$ cat config.mk
export PLATFORM = sky130hd
export DESIGN_NAME = ps2_host_tx_flat
export DESIGN_NICKNAME = d
export VERILOG_FILES = /design/src/rtl/ps2_host_tx_if.sv /design/src/rtl/ps2_host_tx.sv /design/src/flat_wrapper.sv
export SDC_FILE = /design/constraint.sdc
export NUM_CORES = 1
export LEC_CHECK = 0
export CORE_MARGIN = 5
export CORE_UTILIZATION = 45
export CTS_CLUSTER_SIZE = 8
export DETAILED_ROUTE_END_ITERATION = 16
export PLACE_DENSITY = 0.59
export SLEW_MARGIN = 20
export SYNTH_ARGS = -nofsm -noshare
export SYNTH_HDL_FRONTEND = slang
export SYNTH_SLANG_ARGS = --single-unit
$ cat constraint.sdc
create_clock -name clock -period 4.18 [get_ports clock]
set_input_delay 0.836 -clock clock [delete_from_list [all_inputs] [get_ports clock]]
set_output_delay 0.836 -clock clock [all_outputs]
set_load 0.005 [all_outputs]
$ cat src/rtl/ps2_host_tx_if.sv
// Command handshake and transfer status between a command source and ps2_host_tx.
interface ps2_host_tx_if;
    logic [7:0] tx_data;
    logic       tx_valid;
    logic       tx_ready;
    logic       busy;
    logic       tx_done;
    logic       tx_error;

    modport master (
        output tx_data, tx_valid,
        input  tx_ready, busy, tx_done, tx_error
    );

    modport slave (
        input  tx_data, tx_valid,
        output tx_ready, busy, tx_done, tx_error
    );
endinterface

$ cat src/rtl/ps2_host_tx.sv
// Host-to-device PS/2 transmitter: inhibits the clock, issues request-to-send, shifts one
// command byte with odd parity on device clock edges and reports ACK, NACK or timeout.
module ps2_host_tx #(
    parameter int INHIBIT_CYCLES = 5000,
    parameter int TIMEOUT_CYCLES = 1000000
) (
    input  logic         clock,
    input  logic         resetn,
    ps2_host_tx_if.slave bus,
    input  logic         ps2c_in,
    input  logic         ps2d_in,
    output logic         ps2c_oe,
    output logic         ps2d_oe
);
    localparam int INH_W = $clog2(INHIBIT_CYCLES + 1);
    localparam int TMO_W = $clog2(TIMEOUT_CYCLES + 1);
    localparam logic [INH_W-1:0] INH_LAST = INH_W'(INHIBIT_CYCLES - 1);
    localparam logic [TMO_W-1:0] TMO_LAST = TMO_W'(TIMEOUT_CYCLES - 1);

    typedef enum logic [2:0] {
        IDLE,
        INHIBIT,
        RTS,
        SHIFT,
        WAIT_IDLE
    } state_t;

    state_t           state;
    logic [1:0]       ps2c_sync;
    logic [1:0]       ps2d_sync;
    logic             ps2c_prev;
    logic [8:0]       frame;
    logic [3:0]       bitcnt;
    logic [INH_W-1:0] inh_cnt;
    logic [TMO_W-1:0] tmo_cnt;

    logic       ps2c_s;
    logic       ps2d_s;
    logic       fe;
    logic       timeout_hit;
    logic [3:0] bitcnt_next;
    logic [3:0] bit_idx;

    assign ps2c_s      = ps2c_sync[1];
    assign ps2d_s      = ps2d_sync[1];
    assign fe          = ps2c_prev & ~ps2c_s;
    assign timeout_hit = ((state == SHIFT) || (state == WAIT_IDLE)) && (tmo_cnt == TMO_LAST);
    assign bitcnt_next = bitcnt + 4'd1;
    assign bit_idx     = bitcnt_next - 4'd1;

    // NOTE: synchronisers reset to the idle-high line level so leaving reset cannot fake a falling edge.
    always_ff @(posedge clock) begin
        if (!resetn) begin
            ps2c_sync <= 2'b11;
            ps2d_sync <= 2'b11;
            ps2c_prev <= 1'b1;
        end else begin
            ps2c_sync <= {ps2c_sync[0], ps2c_in};
            ps2d_sync <= {ps2d_sync[0], ps2d_in};
            ps2c_prev <= ps2c_sync[1];
        end
    end

    // NOTE: non-blocking assignments make every branch read pre-edge values, so outputs stay registered.
    always_ff @(posedge clock) begin
        if (!resetn) begin
            state        <= IDLE;
            bus.tx_ready <= 1'b1;
            bus.busy     <= 1'b0;
            bus.tx_done  <= 1'b0;
            bus.tx_error <= 1'b0;
            ps2c_oe      <= 1'b0;
            ps2d_oe      <= 1'b0;
            frame        <= '0;
            bitcnt       <= '0;
            inh_cnt      <= '0;
            tmo_cnt      <= '0;
        end else begin
            bus.tx_done  <= 1'b0;
            bus.tx_error <= 1'b0;

            if (timeout_hit) begin
                // Device stopped clocking: abandon the frame even if an edge arrives now.
                state        <= IDLE;
                bus.busy     <= 1'b0;
                bus.tx_error <= 1'b1;
                ps2c_oe      <= 1'b0;
                ps2d_oe      <= 1'b0;
            end else begin
                case (state)
                    IDLE: begin
                        bus.tx_ready <= 1'b1;
                        bus.busy     <= 1'b0;
                        ps2c_oe      <= 1'b0;
                        ps2d_oe      <= 1'b0;
                        if (bus.tx_valid && bus.tx_ready) begin
                            frame        <= {~^bus.tx_data, bus.tx_data};
                            inh_cnt      <= '0;
                            state        <= INHIBIT;
                            bus.tx_ready <= 1'b0;
                            bus.busy     <= 1'b1;
                            ps2c_oe      <= 1'b1;
                        end
                    end

                    INHIBIT: begin
                        if (inh_cnt == INH_LAST) begin
                            state   <= RTS;
                            inh_cnt <= '0;
                            ps2d_oe <= 1'b1;
                        end else begin
                            inh_cnt <= inh_cnt + INH_W'(1);
                        end
                    end

                    RTS: begin
                        state   <= SHIFT;
                        ps2c_oe <= 1'b0;
                        bitcnt  <= '0;
                        tmo_cnt <= '0;
                    end

                    SHIFT: begin
                        tmo_cnt <= tmo_cnt + TMO_W'(1);
                        if (fe) begin
                            bitcnt <= bitcnt_next;
                            // Edges 1..9 present data LSB first then parity; 10 releases for stop.
                            if (bitcnt_next <= 4'd9) begin
                                ps2d_oe <= ~frame[bit_idx];
                            end else if (bitcnt_next == 4'd10) begin
                                ps2d_oe <= 1'b0;
                            end else if (ps2d_s) begin
                                state        <= IDLE;
                                bus.busy     <= 1'b0;
                                bus.tx_error <= 1'b1;
                                ps2d_oe      <= 1'b0;
                            end else begin
                                state   <= WAIT_IDLE;
                                ps2d_oe <= 1'b0;
                            end
                        end
                    end

                    WAIT_IDLE: begin
                        tmo_cnt <= tmo_cnt + TMO_W'(1);
                        if (ps2c_s && ps2d_s) begin
                            state       <= IDLE;
                            bus.busy    <= 1'b0;
                            bus.tx_done <= 1'b1;
                        end
                    end

                    default: begin
                        state        <= IDLE;
                        bus.busy     <= 1'b0;
                        bus.tx_ready <= 1'b0;
                        ps2c_oe      <= 1'b0;
                        ps2d_oe      <= 1'b0;
                    end
                endcase
            end
        end
    end
endmodule

$ cat src/flat_wrapper.sv
// flat-port wrapper written by rule: the top's interface ports become plain ports
module ps2_host_tx_flat 
#(
    parameter int INHIBIT_CYCLES = 5000,
    parameter int TIMEOUT_CYCLES = 1000000
)
  (clock, resetn, ps2c_in, ps2d_in, ps2c_oe, ps2d_oe, bus_tx_data, bus_tx_valid, bus_tx_ready, bus_busy, bus_tx_done, bus_tx_error);
  ps2_host_tx_if bus_i ();
  input  logic clock;
  input  logic resetn;
  input  logic ps2c_in;
  input  logic ps2d_in;
  output logic ps2c_oe;
  output logic ps2d_oe;
  input wire logic [$bits(bus_i.tx_data)-1:0] bus_tx_data;
  input wire logic [$bits(bus_i.tx_valid)-1:0] bus_tx_valid;
  output wire logic [$bits(bus_i.tx_ready)-1:0] bus_tx_ready;
  output wire logic [$bits(bus_i.busy)-1:0] bus_busy;
  output wire logic [$bits(bus_i.tx_done)-1:0] bus_tx_done;
  output wire logic [$bits(bus_i.tx_error)-1:0] bus_tx_error;
  assign bus_i.tx_data = bus_tx_data;
  assign bus_i.tx_valid = bus_tx_valid;
  assign bus_tx_ready = bus_i.tx_ready;
  assign bus_busy = bus_i.busy;
  assign bus_tx_done = bus_i.tx_done;
  assign bus_tx_error = bus_i.tx_error;
  ps2_host_tx #(.INHIBIT_CYCLES(INHIBIT_CYCLES), .TIMEOUT_CYCLES(TIMEOUT_CYCLES)) u_core (.clock(clock), .resetn(resetn), .bus(bus_i), .ps2c_in(ps2c_in), .ps2d_in(ps2d_in), .ps2c_oe(ps2c_oe), .ps2d_oe(ps2d_oe));
endmodule
==> results.json <==
{
  "clk_pin_slew_ps": 70,
  "grt_start_max_net_pins": 32,
  "viasPerCell": 5.32,
  "hold_path_end": "u_core.ps2c_sync[1]$_SDFF_PN1_",
  "peakVddDrop_uv": 201,
  "maxSlewViolCount": 0,
  "start_util_pct": 45.9,
  "place_worst_setup_slack_ps": 1410,
  "ys.flop_type": "dfxtp_1",
  "power_density_mw_per_mm2": 341,
  "post-route-util_pct": 51.5,
  "placed_cell_area_mm2": 0.00329,
  "syn_area_mm2": 0.00308,
  "synth_edf_count": 0,
  "postSynthAreaPerCell_um2": 8.47,
  "hp-class": "reg2reg",
  "wl_um": 6140,
  "worstSetupPathType": "reg2reg",
  "fp.coreArea_mm2": 0.00672,
  "synth_largest_area_cell": "dfxtp_1",
  "setup_viol": 0,
  "p_leak_uw": 0.00123,
  "syn-num-nets": 382,
  "synth_seq_cells": 60,
  "io_pins": 19,
  "worst_pin_slew_ps": 727,
  "dp_hpwl_um": 4280,
  "h-tree-depth": 3,
  "async_reset_ff_share_pct": 0,
  "grt_pass1_wl_um": 10600,
  "maxCapViolCount": 0,
  "cts_tree": "built",
  "grt_usage_pct": 15.5,
  "reg2reg_depth": 5,
  "cts_buffers": 9,
  "final_common_cell": "dfxtp_1",
  "insertion_delay_ps": 340,
  "cp-end-kind": "flop",
  "grt_setup_unrepaired": "false",
  "hold-path-cell-count": 1,
  "hp-start": "u_core.ps2c_sync[0]$_SDFF_PN1_",
  "cp_cell_sequence": "or3b_4 -> a32oi_2 -> nand4_1 -> or3_1 -> a21oi_1",
  "ys_warn_count": 0,
  "ctsHoldBuffers": 0,
  "setup_tns_ps": 0,
  "drc": 0,
  "dp.cells": 448,
  "final_cell_mix": "60 x dfxtp_1, 42 x nor2_1, 41 x nand2_1",
  "drtPass1Iterations": 5,
  "drt_iter0_markers": 82,
  "seq_area_frac_synth_pct": 39.0,
  "layout-drive-gt1-share_pct": 7.83,
  "clk_path_buf_depth": 2,
  "crit_arrival_ps": 2830,
  "num_antenna_cells": 0,
  "finClkSkew_ps": 12.1,
  "fin_cells": 463,
  "startpoint_type": "flop",
  "overflow": 0,
  "setup_ws_ps": 1620,
  "syn_to_final_growth_pct": 12.3,
  "ant_nets": 0,
  "synth_top_area_share_pct": 39.0,
  "grt_pass1_vias": 2344,
  "outcome": "finished clean",
  "critPathSlowestCell": "dfxtp_1",
  "cts_setup_buffers": 0,
  "reg2reg_slack_ps": 1620,
  "crit_fanout": 18,
  "nets": 397,
  "numPortBuffers": 18,
  "vias": 2462,
  "postCtsResizedCells": 0,
  "cts.sinks": 60,
  "critPathRequiredTime_ps": 4450,
  "synth_cells": 364,
  "fp-row-count": 30,
  "die_area_mm2": 0.00860,
  "min_period_ps": 2560,
  "timing.final.hold_violations": 0,
  "root_buffer": "clkbuf_8",
  "timing.rr.end": "u_core.tmo_cnt[19]$_SDFFE_PN0P_",
  "slew_headroom_pct": 51.6,
  "gp_congestion": 0.811,
  "ys_types": 56,
  "antenna_found_initial": 0,
  "regToRegStartpoint": "u_core.state[2]$_SDFFE_PP0P_",
  "fp.dieW_um": 92.8,
  "period_share_pct": 61.2,
  "fmax_ghz": 0.391,
  "die_h_um": 92.8,
  "max_stage_delay_ps": 660,
  "final_cell_area_mm2": 0.00346,
  "synth_area_leaders": "dfxtp_1 39%, xor2_1 6.5%, nor2_1 5.1%",
  "wire_per_inst_um": 13.3
}
through the flow:
step           total power (uW)  hold WS [ps]
2_1_floorplan               694           386
3_3_place_gp                733           393
3_5_place_dp                734           392
4_1_cts                    1200           408
5_1_grt                    1240           437
6_report                   1180           405
worst max-delay path, delay by kind of cell (launching register included):
family          cells  cell delay, ps
simple gates        3            1090
flops               1             660
compound gates      2             730
worst max-delay path by stage:
stage	slack [ps]	cells after the start	start	end
floorplan	2170	5	bus_tx_valid	u_core.inh_cnt[8]$_SDFFE_PN0P_
global placement	1480	6	bus_tx_valid	u_core.inh_cnt[8]$_SDFFE_PN0P_
detailed placement	1410	6	bus_tx_valid	u_core.inh_cnt[8]$_SDFFE_PN0P_
CTS	1620	5	u_core.state[2]$_SDFFE_PP0P_	u_core.tmo_cnt[19]$_SDFFE_PN0P_
global route	1420	5	u_core.state[2]$_SDFFE_PP0P_	u_core.tmo_cnt[19]$_SDFFE_PN0P_
finish	1620	5	u_core.state[2]$_SDFFE_PP0P_	u_core.tmo_cnt[19]$_SDFFE_PN0P_
sequential cells by signal (all words and copies together), names as in the netlist, 2 cells and up:
signal            cells
u_core.ps2d_sync      2
u_core.bitcnt         4
u_core.state          3
u_core.inh_cnt       13
u_core.ps2c_sync      2
u_core.tmo_cnt       20
u_core.frame          9
synthesized netlist by cell type (7+ instances only):
library cell and count:
a21boi_0 9, o21ai_0 7, nand4_1 18, xnor2_1 16, nor3_1 7, nand2_1 41, nand2b_1 11, dfxtp_1 60
clkbuf_1 11, nand3_1 24, xor2_1 23, and3_1 8, a21oi_1 15, nor2_1 42
area by class of cell:
| cell class | count | area (um2) |
|---|---|---|
| inverter | 6 | 22.5 |
| fill | 652 | 3260 |
| tap | 80 | 100 |
| timing repair buffer | 19 | 188 |
| sequential | 60 | 1200 |
| multi-input combinational | 283 | 1780 |
| clock buffer | 13 | 159 |
| clock inverter | 2 | 10.0 |
layer usage:
layer	vias up	wire length, um	GRT usage, %
met2	31	2820	25.5
met5	-	0	0
li1	1304	-	-
met1	1119	3020	18.9
met4	0	87	6.59
met3	8	218	4.55
kinds of logic (layout without fill, tap and decap cells):
family / after synthesis / count (layout) / share of synthesized area [%]
compound gates: 47 / 47 / 10.3
xor+xnor: 39 / 39 / 11.1
fa+ha+maj: 5 / 5 / 2.03
buf+inv: 21 / 40 / 3.21
flops: 60 / 60 / 39.0
mux: 7 / 7 / 3.09
simple gates: 185 / 185 / 31.3
where the power goes:
part	switching, uW	total [uW]	internal, uW
logic	59.4	111	52.0
clock network	219	461	243
registers	18.7	608	590
total	297	1180	884
(Power assumes the default switching activity.)
